### src/rtl/instruction_fetch.sv
// Instruction fetch front end: issues word reads, tags them with their PC, and
// buffers in-order returns in a small queue feeding decode as pc/instruction pairs.
module instruction_fetch #(
  parameter int          DEPTH    = 2,
  parameter logic [31:0] RESET_PC = 32'h0
) (
  input  logic        clock,
  input  logic        reset_n,
  output logic        mem_read,
  output logic [31:0] mem_address,
  input  logic        mem_wait,
  input  logic        mem_valid,
  input  logic [31:0] mem_data,
  input  logic        has_flushed,
  input  logic [31:0] next_pc,
  input  logic        is_pc_changing,
  input  logic        hold,
  output logic        is_valid,
  output logic [31:0] pc,
  output logic [31:0] instruction
);
  localparam int          PW  = (DEPTH > 1) ? $clog2(DEPTH) : 1;
  localparam int          CW  = $clog2(DEPTH + 1);
  localparam logic [31:0] NOP = 32'h8000_0000;

  typedef enum logic [1:0] {EMPTY, PENDING, READY} slot_t;
  typedef enum logic {RUN, FROZEN} state_t;

  state_t                 state;
  logic                   running;
  logic [31:0]            fetch_pc;
  slot_t                  slot_st [DEPTH];
  logic [DEPTH-1:0][31:0] slot_pc;
  logic [DEPTH-1:0][31:0] slot_data;
  logic [PW-1:0]          head, tail, rptr;
  logic [CW-1:0]          used, pend, discard;
  logic                   accept, pop, fill, drop;

  function automatic logic [PW-1:0] nxt(input logic [PW-1:0] p);
    return (p == PW'(DEPTH - 1)) ? '0 : p + 1'b1;
  endfunction

  // Issue depends only on registered state; 'running' keeps mem_read low
  // throughout reset and raises it on the first edge afterwards.
  assign mem_read    = running && (state == RUN) && (used < CW'(DEPTH)) &&
                       ((pend + discard) < CW'(DEPTH));
  assign mem_address = fetch_pc;
  assign is_valid    = (slot_st[head] == READY);
  assign pc          = is_valid ? slot_pc[head] : '0;
  assign instruction = is_valid ? slot_data[head] : NOP;

  assign accept = mem_read && !mem_wait;
  assign pop    = is_valid && !hold;
  assign drop   = mem_valid && (discard != '0);
  // A return with nothing pending and nothing to discard is ignored.
  assign fill   = mem_valid && (discard == '0) && (pend != '0);

  always_ff @(posedge clock or negedge reset_n) begin
    if (!reset_n) begin
      state     <= RUN;
      running   <= 1'b0;
      fetch_pc  <= RESET_PC;
      head      <= '0;
      tail      <= '0;
      rptr      <= '0;
      used      <= '0;
      pend      <= '0;
      discard   <= '0;
      slot_pc   <= '0;
      slot_data <= '0;
      for (int i = 0; i < DEPTH; i++) slot_st[i] <= EMPTY;
    end else begin
      running <= 1'b1;
      if (has_flushed) begin
        // Everything still in flight, including this cycle's issue, comes back
        // stale; the return arriving now is the first of those.
        state    <= RUN;
        fetch_pc <= next_pc;
        head     <= '0;
        tail     <= '0;
        rptr     <= '0;
        used     <= '0;
        pend     <= '0;
        discard  <= discard + pend + CW'(accept) - CW'(drop || fill);
        for (int i = 0; i < DEPTH; i++) slot_st[i] <= EMPTY;
      end else begin
        if (state == RUN && is_pc_changing) state <= FROZEN;
        if (drop) discard <= discard - 1'b1;
        if (fill) begin
          slot_st[rptr]   <= READY;
          slot_data[rptr] <= mem_data;
          rptr            <= nxt(rptr);
        end
        if (accept) begin
          slot_st[tail] <= PENDING;
          slot_pc[tail] <= fetch_pc;
          tail          <= nxt(tail);
          fetch_pc      <= fetch_pc + 32'd4;
        end
        if (pop) begin
          slot_st[head] <= EMPTY;
          head          <= nxt(head);
        end
        used <= used + CW'(accept) - CW'(pop);
        pend <= pend + CW'(accept) - CW'(fill);
      end
    end
  end
endmodule
### config.mk
export PLATFORM = sky130hd
export DESIGN_NAME = instruction_fetch
export DESIGN_NICKNAME = d
export VERILOG_FILES = /design/src/rtl/instruction_fetch.sv
export SDC_FILE = /design/constraint.sdc
export NUM_CORES = 1
export LEC_CHECK = 0
export BUFFER_PORTS_ARGS = -buffer_cell sky130_fd_sc_hd__buf_2
export CAP_MARGIN = 20
export CORE_UTILIZATION = 40
export DETAILED_ROUTE_END_ITERATION = 8
export HOLD_SLACK_MARGIN = 0.15
export SYNTH_ARGS = -nofsm -noshare
export SYNTH_HDL_FRONTEND = slang
export SYNTH_SLANG_ARGS = --single-unit
export TNS_END_PERCENT = 20
### constraint.sdc
create_clock -name clock -period 3 [get_ports clock]
set_input_delay 0.3 -clock clock [delete_from_list [all_inputs] [get_ports clock]]
set_output_delay 0.3 -clock clock [all_outputs]
set_load 0.005 [all_outputs]
* Word level (Yosys, flattened, before mapping)
Index checks and enable logic that the tools add are counted.
Storage, ports and cells: flip-flop bits (word level) 175, bits of input ports 71, output and inout port bits 98, word-level logic and storage cells 125
Cells by class: $add $sub $neg 12, order comparisons 13, eq/ne operators 1, multiplexer cells 44, bitwise logic cells 13, reductions and logical operators 27
Operator list (number):
- 2-to-1 mux 32 bit | 10
- bitwise mux 64 bit | 2
- demux 32 bit (select 1 bit) | 2
- adder 32 x 3 -> 32 bit (second input constant) | 1
- 2-to-1 mux 4 bit | 6
- 2-to-1 mux 2 bit | 10
- logical AND 1 bit | 14
- nonzero test 2 bit | 7
- 2-to-1 mux 1 bit | 11
- adder 2 x 1 -> 2 bit | 3
- demux 2 bit (select 1 bit) | 3
- greater-or-equal comparator 2 bit (second input constant) | 3
- less-than comparator 1 x 2 -> 1 bit (second input constant) | 3
- less-than comparator 2 x 1 -> 1 bit (second input constant) | 3
- inverter 1 -> 2 bit | 3
- subtractor 2 x 1 -> 2 bit | 3
- AND 2 bit | 2
- AND 4 bit | 1
- less-than comparator 2 bit (second input constant) | 2
- inverter 2 bit | 2
- inverter 4 bit | 1
- bitwise OR 2 bit | 2
- AND reduction 2 bit | 2
- adder 1 bit (second input constant) | 3
- other kinds (8) | 11

* Depth between registers and ports, before layout
word-level depth 15, gate-level depth with buffers 12, gate-level depth less buffers 11

* Least setup slack after synthesis
No wires, ideal clock.
path type reg2reg, start point reg head, end point reg used[1], library setup time 0.132 ns, arrival 2.155 ns, data required time 2.868 ns, path slack 0.713 ns, stages on the path, launching flop included 13, path buffers 3, period minus slack after synthesis 2.287 ns, path through dfrtp_1 > clkbuf_1 > nand3b_1 > o21a_1 > clkbuf_1 > buf_1 > nor2_1 > ha_1 > inv_1 > ha_1 > xor2_1 > xnor2_1 > nor2_1
On the way: word-level cells in the longest chain between the ends 8
RTL lines:
- start: declaration | RTL line 35 | logic [PW-1:0] head, tail, rptr;
- start signal: assignment | RTL line 102 | head <= nxt(head);
- inverter 1 -> 2 bit (implied by the code) | RTL line 48 | assign is_valid = (slot_st[head] == READY);
- 2-to-1 mux 2 bit (implied by the code) (3 in series) | RTL line 48
- equality test 2 bit | RTL line 48
- logical AND 1 bit | RTL line 53 | assign pop = is_valid && !hold;
- subtractor 2 x 1 -> 2 bit | RTL line 104 | used <= used + CW'(accept) - CW'(pop);
- 2-to-1 mux 2 bit | RTL line 74 | if (has_flushed) begin
- end signal: assignment | RTL line 104
- end: declaration | RTL line 36 | logic [CW-1:0] used, pend, discard;
No other way between the ends. The select of a mux whose other input is x is not followed. A chain may end at the register's enable or synchronous reset.

* Final worst setup path
start point reg head, end point out pc[21]
On the way: word-level cells in the longest chain between the ends 6, elaborated cells on any way between the ends 8, those cells by class 1 x eq/ne; 6 x mux; 1 x bitwise
RTL lines:
- inverter 1 -> 2 bit (implied by the code) | RTL line 48
- 2-to-1 mux 2 bit (implied by the code) (3 in series) | RTL line 48
- equality test 2 bit | RTL line 48
- 2-to-1 mux 32 bit (*) | RTL line 49 | assign pc = is_valid ? slot_pc[head] : '0;
- end: declaration | RTL line 19 | output logic [31:0] pc,
Mark *: on every way between the ends. The rest lies on a longest branch, timed or not. The select of a mux whose other input is x is not followed.

==> impl_metrics.yaml <==
run_status:
  status: "completed"
setup_path:
  cp.arrival_ns: 2.38
  r2r-end: "slot_pc[1]$_DFFE_PN0P_"
  path_cells: "nand3b_1, o21a_2, buf_4, nor2_1, buf_2"
  crit_family: "buffers and inverters"
  r2r_start: "used[1]$_DFF_PN0_"
  crit_start: "head$_DFFE_PN0P_"
  crit_cells: 5
  endpoint_kind: "output port"
  ff2ff_path_depth: 6
  critPathMaxFanout: 65
  start_kind: "flop"
  critPathBufInv: 2
  cp_slowest_cell: "dfrtp_4"
  rrSetupSlack_ns: 0.67
  crit_end: "pc[21]"
  slowest_delay_ns: 0.62
  crit_type: "reg -> out"
  crit_required_ns: 2.70
final_layout:
  n_antenna_cell: 0
  final_common_cell: "dfrtp_1"
  drive_gt1_share_pct: 37.6
  final-seq-area_sq_um: 4380
  nets: 997
  multi_input_area_sq_um: 3640
  fillers: 1825
  final_cell_mix: "174 x dfrtp_1, 167 x buf_2, 125 x mux2_2"
  area_delta_synth_final_pct: 29.2
timing:
  finalHoldViolCount: 0
  post-route-period-util_pct: 89.2
  relSlewSlack_pct: 48.2
  rsz0062_at_grt: "false"
  fin_ws_ns: 0.323
  worst_pin_slew_ns: 0.777
  max_freq_ghz: 0.374
  fin_crit_ns: 2.68
  setup_violations: 0
  slew_violations: 0
  tns_ns: 0
  skew_ns: 0.00775
grt:
  grt_pass1_vias: 6104
  grt_max_degree: 66
  overflow: 0
  grt_pass1_wl_um: 31400
  grtUsageTotal_pct: 18.7
  antenna_found_initial: 0
clock_tree:
  cts_root_buf: "clkbuf_16"
  clock-sinks: 175
  clk_path_buf_depth: 2
  insertion_delay_ns: 0.42
  cts_tree: "done"
  cts_buffers: 17
  htreeDepth: 4
  clk_pin_slew_ns: 0.06
  cts_setup_buffers: 0
  ctsResizeCount: 0
logic_synthesis:
  netlist_instances: 689
  ys.warnings.count: 0
  synth-edff-count: 0
  ys_ff_latch: 175
  synth.avg_cell_area_sq_um: 12.0
  ys.flop_type: "dfrtp_1"
  syn-cell-area_sq_um: 8250
  ys_types: 43
  ys_seq_area_share_pct: 53.1
  async_flop_share_pct: 100
  synth.net_count: 769
place:
  io_buffers: 168
  place_ws_ns: 0.650
  place_congestion: 0.693
  hpwl_um: 11700
die:
  core_area_sq_um: 20200
  row_count: 52
  die_area_sq_um: 21200
  start_util_pct: 40.8
  num_io_pins: 169
  die_y_um: 146
  dieWidth_um: 146
route:
  dr.pass1.iters: 4
  antenna_left: 0
  routed_via_density: 4.94
  via_count: 5922
  wl_um: 18700
  drc_errors: 0
  avgRoutedWirePerCell_um: 15.6
  drtIter0Drc: 237
power_and_ir_drop:
  pwr_density_cell_nw_per_um2: 681
  ir_worst_vdd_uv: 383
  p_leak_nw: 5.04
  power_mw: 7.26
hold_path:
  hold_path_class: "in -> reg"
  hold_depth: 4
flow_run:
  maxCapViolCount: 0
[how the worst min path moves through the flow]
stage                 start                         to
global route           hold           head$_DFFE_PN0P_
detailed placement  reset_n  slot_data[39]$_DFFE_PN0P_
floorplan           reset_n     discard[0]$_DFFE_PN0P_
CTS                    hold           head$_DFFE_PN0P_
finish                 hold           head$_DFFE_PN0P_
global placement    reset_n  slot_data[40]$_DFFE_PN0P_
[worst register-to-register path, cell delays in order, from the launching register on]
cell and delay, ns:
dfrtp_1 0.40, or4b_4 0.61, nor2_8 0.19, inv_2 0.09, nor3_4 0.10, buf_4 0.43, mux2_2 0.41
[state kept, by name (all words and copies together), names as in the netlist]
| signal | flops |
|---|---|
| head | 1 |
| slot_data | 64 |
| pend | 2 |
| mem_address | 32 |
| tail | 1 |
| slot_pc | 64 |
| used | 2 |
| running | 1 |
| rptr | 1 |
| slot_st | 4 |
| discard | 2 |
| state | 1 |
[layer usage]
metal  vias to the layer above  track usage (%)  wire, um
met5                         -                0         0
met4                         0             4.26       127
met3                        11             3.92       616
met2                       143             30.6      8780
met1                      2926             25.5      9210
li1                       2842                -         -
[what timing repair did]
| item | 4_1_cts | 5_1_grt |
|---|---|---|
| hold endpoints to repair | 152 | 0 |
| endpoints found under the setup margin | 0 | 0 |
| hold buffers | 66 | 0 |
[area by class of cell]
class                           count  share of cell area, %
Sequential cell                   175                   41.1
Multi-Input combinational cell    463                   34.2
Timing Repair Buffer              249                   15.4
Clock buffer                       24                   4.71
Tap cell                          270                   3.17
Clock inverter                      8                  0.975
Inverter                           11                  0.387
[through the flow]
step / utilization (%) / cell area [sq um] / instances / hold WS, ns
3_3_place_gp: 46.4 / 9390 / 1102 / 0.312
4_1_cts: 52.7 / 10700 / 1200 / 0.189
3_5_place_dp: 46.4 / 9390 / 1102 / 0.311
6_report: 52.7 / 10700 / 1200 / 0.216
5_1_grt: 52.7 / 10700 / 1200 / 0.225
2_1_floorplan: - / 8250 / 689 / 0.00441
[cells by family after synthesis]
| logic type | count (synthesis) | synth area share [%] |
|---|---|---|
| adders and majority gates | 9 | 1.37 |
| other | 1 | 0.0455 |
| muxes | 193 | 25.4 |
| buffers and inverters | 51 | 2.81 |
| AOI/OAI and AO/OA | 45 | 2.94 |
| and+or+nand+nor | 177 | 10.1 |
| xor gates and xnor gates | 38 | 4.23 |
| DFF | 175 | 53.1 |
[where the power goes]
group / switching [mW] / leakage [nW] / internal [mW] / total [mW]
clock network: 0.885 / 0.296 / 1.34 / 2.23
logic: 0.695 / 2.46 / 0.941 / 1.64
registers: 0.384 / 2.29 / 3.02 / 3.40
[cells in the mapped netlist, types with 2 or more instances]
cell / count / area (sq um)
nor2_1: 78 / 293
nand2b_1: 2 / 12.5
nand3_1: 15 / 75.1
xor2_1: 26 / 228
nand2_1: 40 / 150
nor2b_1: 2 / 12.5
dfrtp_1: 175 / 4380
nand4_1: 15 / 93.8
and2_1: 2 / 12.5
nor3_1: 4 / 20.0
xnor2_1: 11 / 96.3
and3_1: 8 / 50.1
buf_4: 2 / 15.0
inv_2: 2 / 7.51
mux2i_1: 64 / 641
buf_2: 8 / 40.0
buf_1: 6 / 22.5
mux2_2: 125 / 1410
o21ai_0: 35 / 175
a21oi_1: 4 / 20.0
clkbuf_1: 21 / 78.8
buf_6: 3 / 33.8
nor3_2: 2 / 20.0
ha_1: 9 / 113
inv_1: 9 / 33.8
mux2_1: 4 / 45.0
Power figures use the tool's default switching activity.
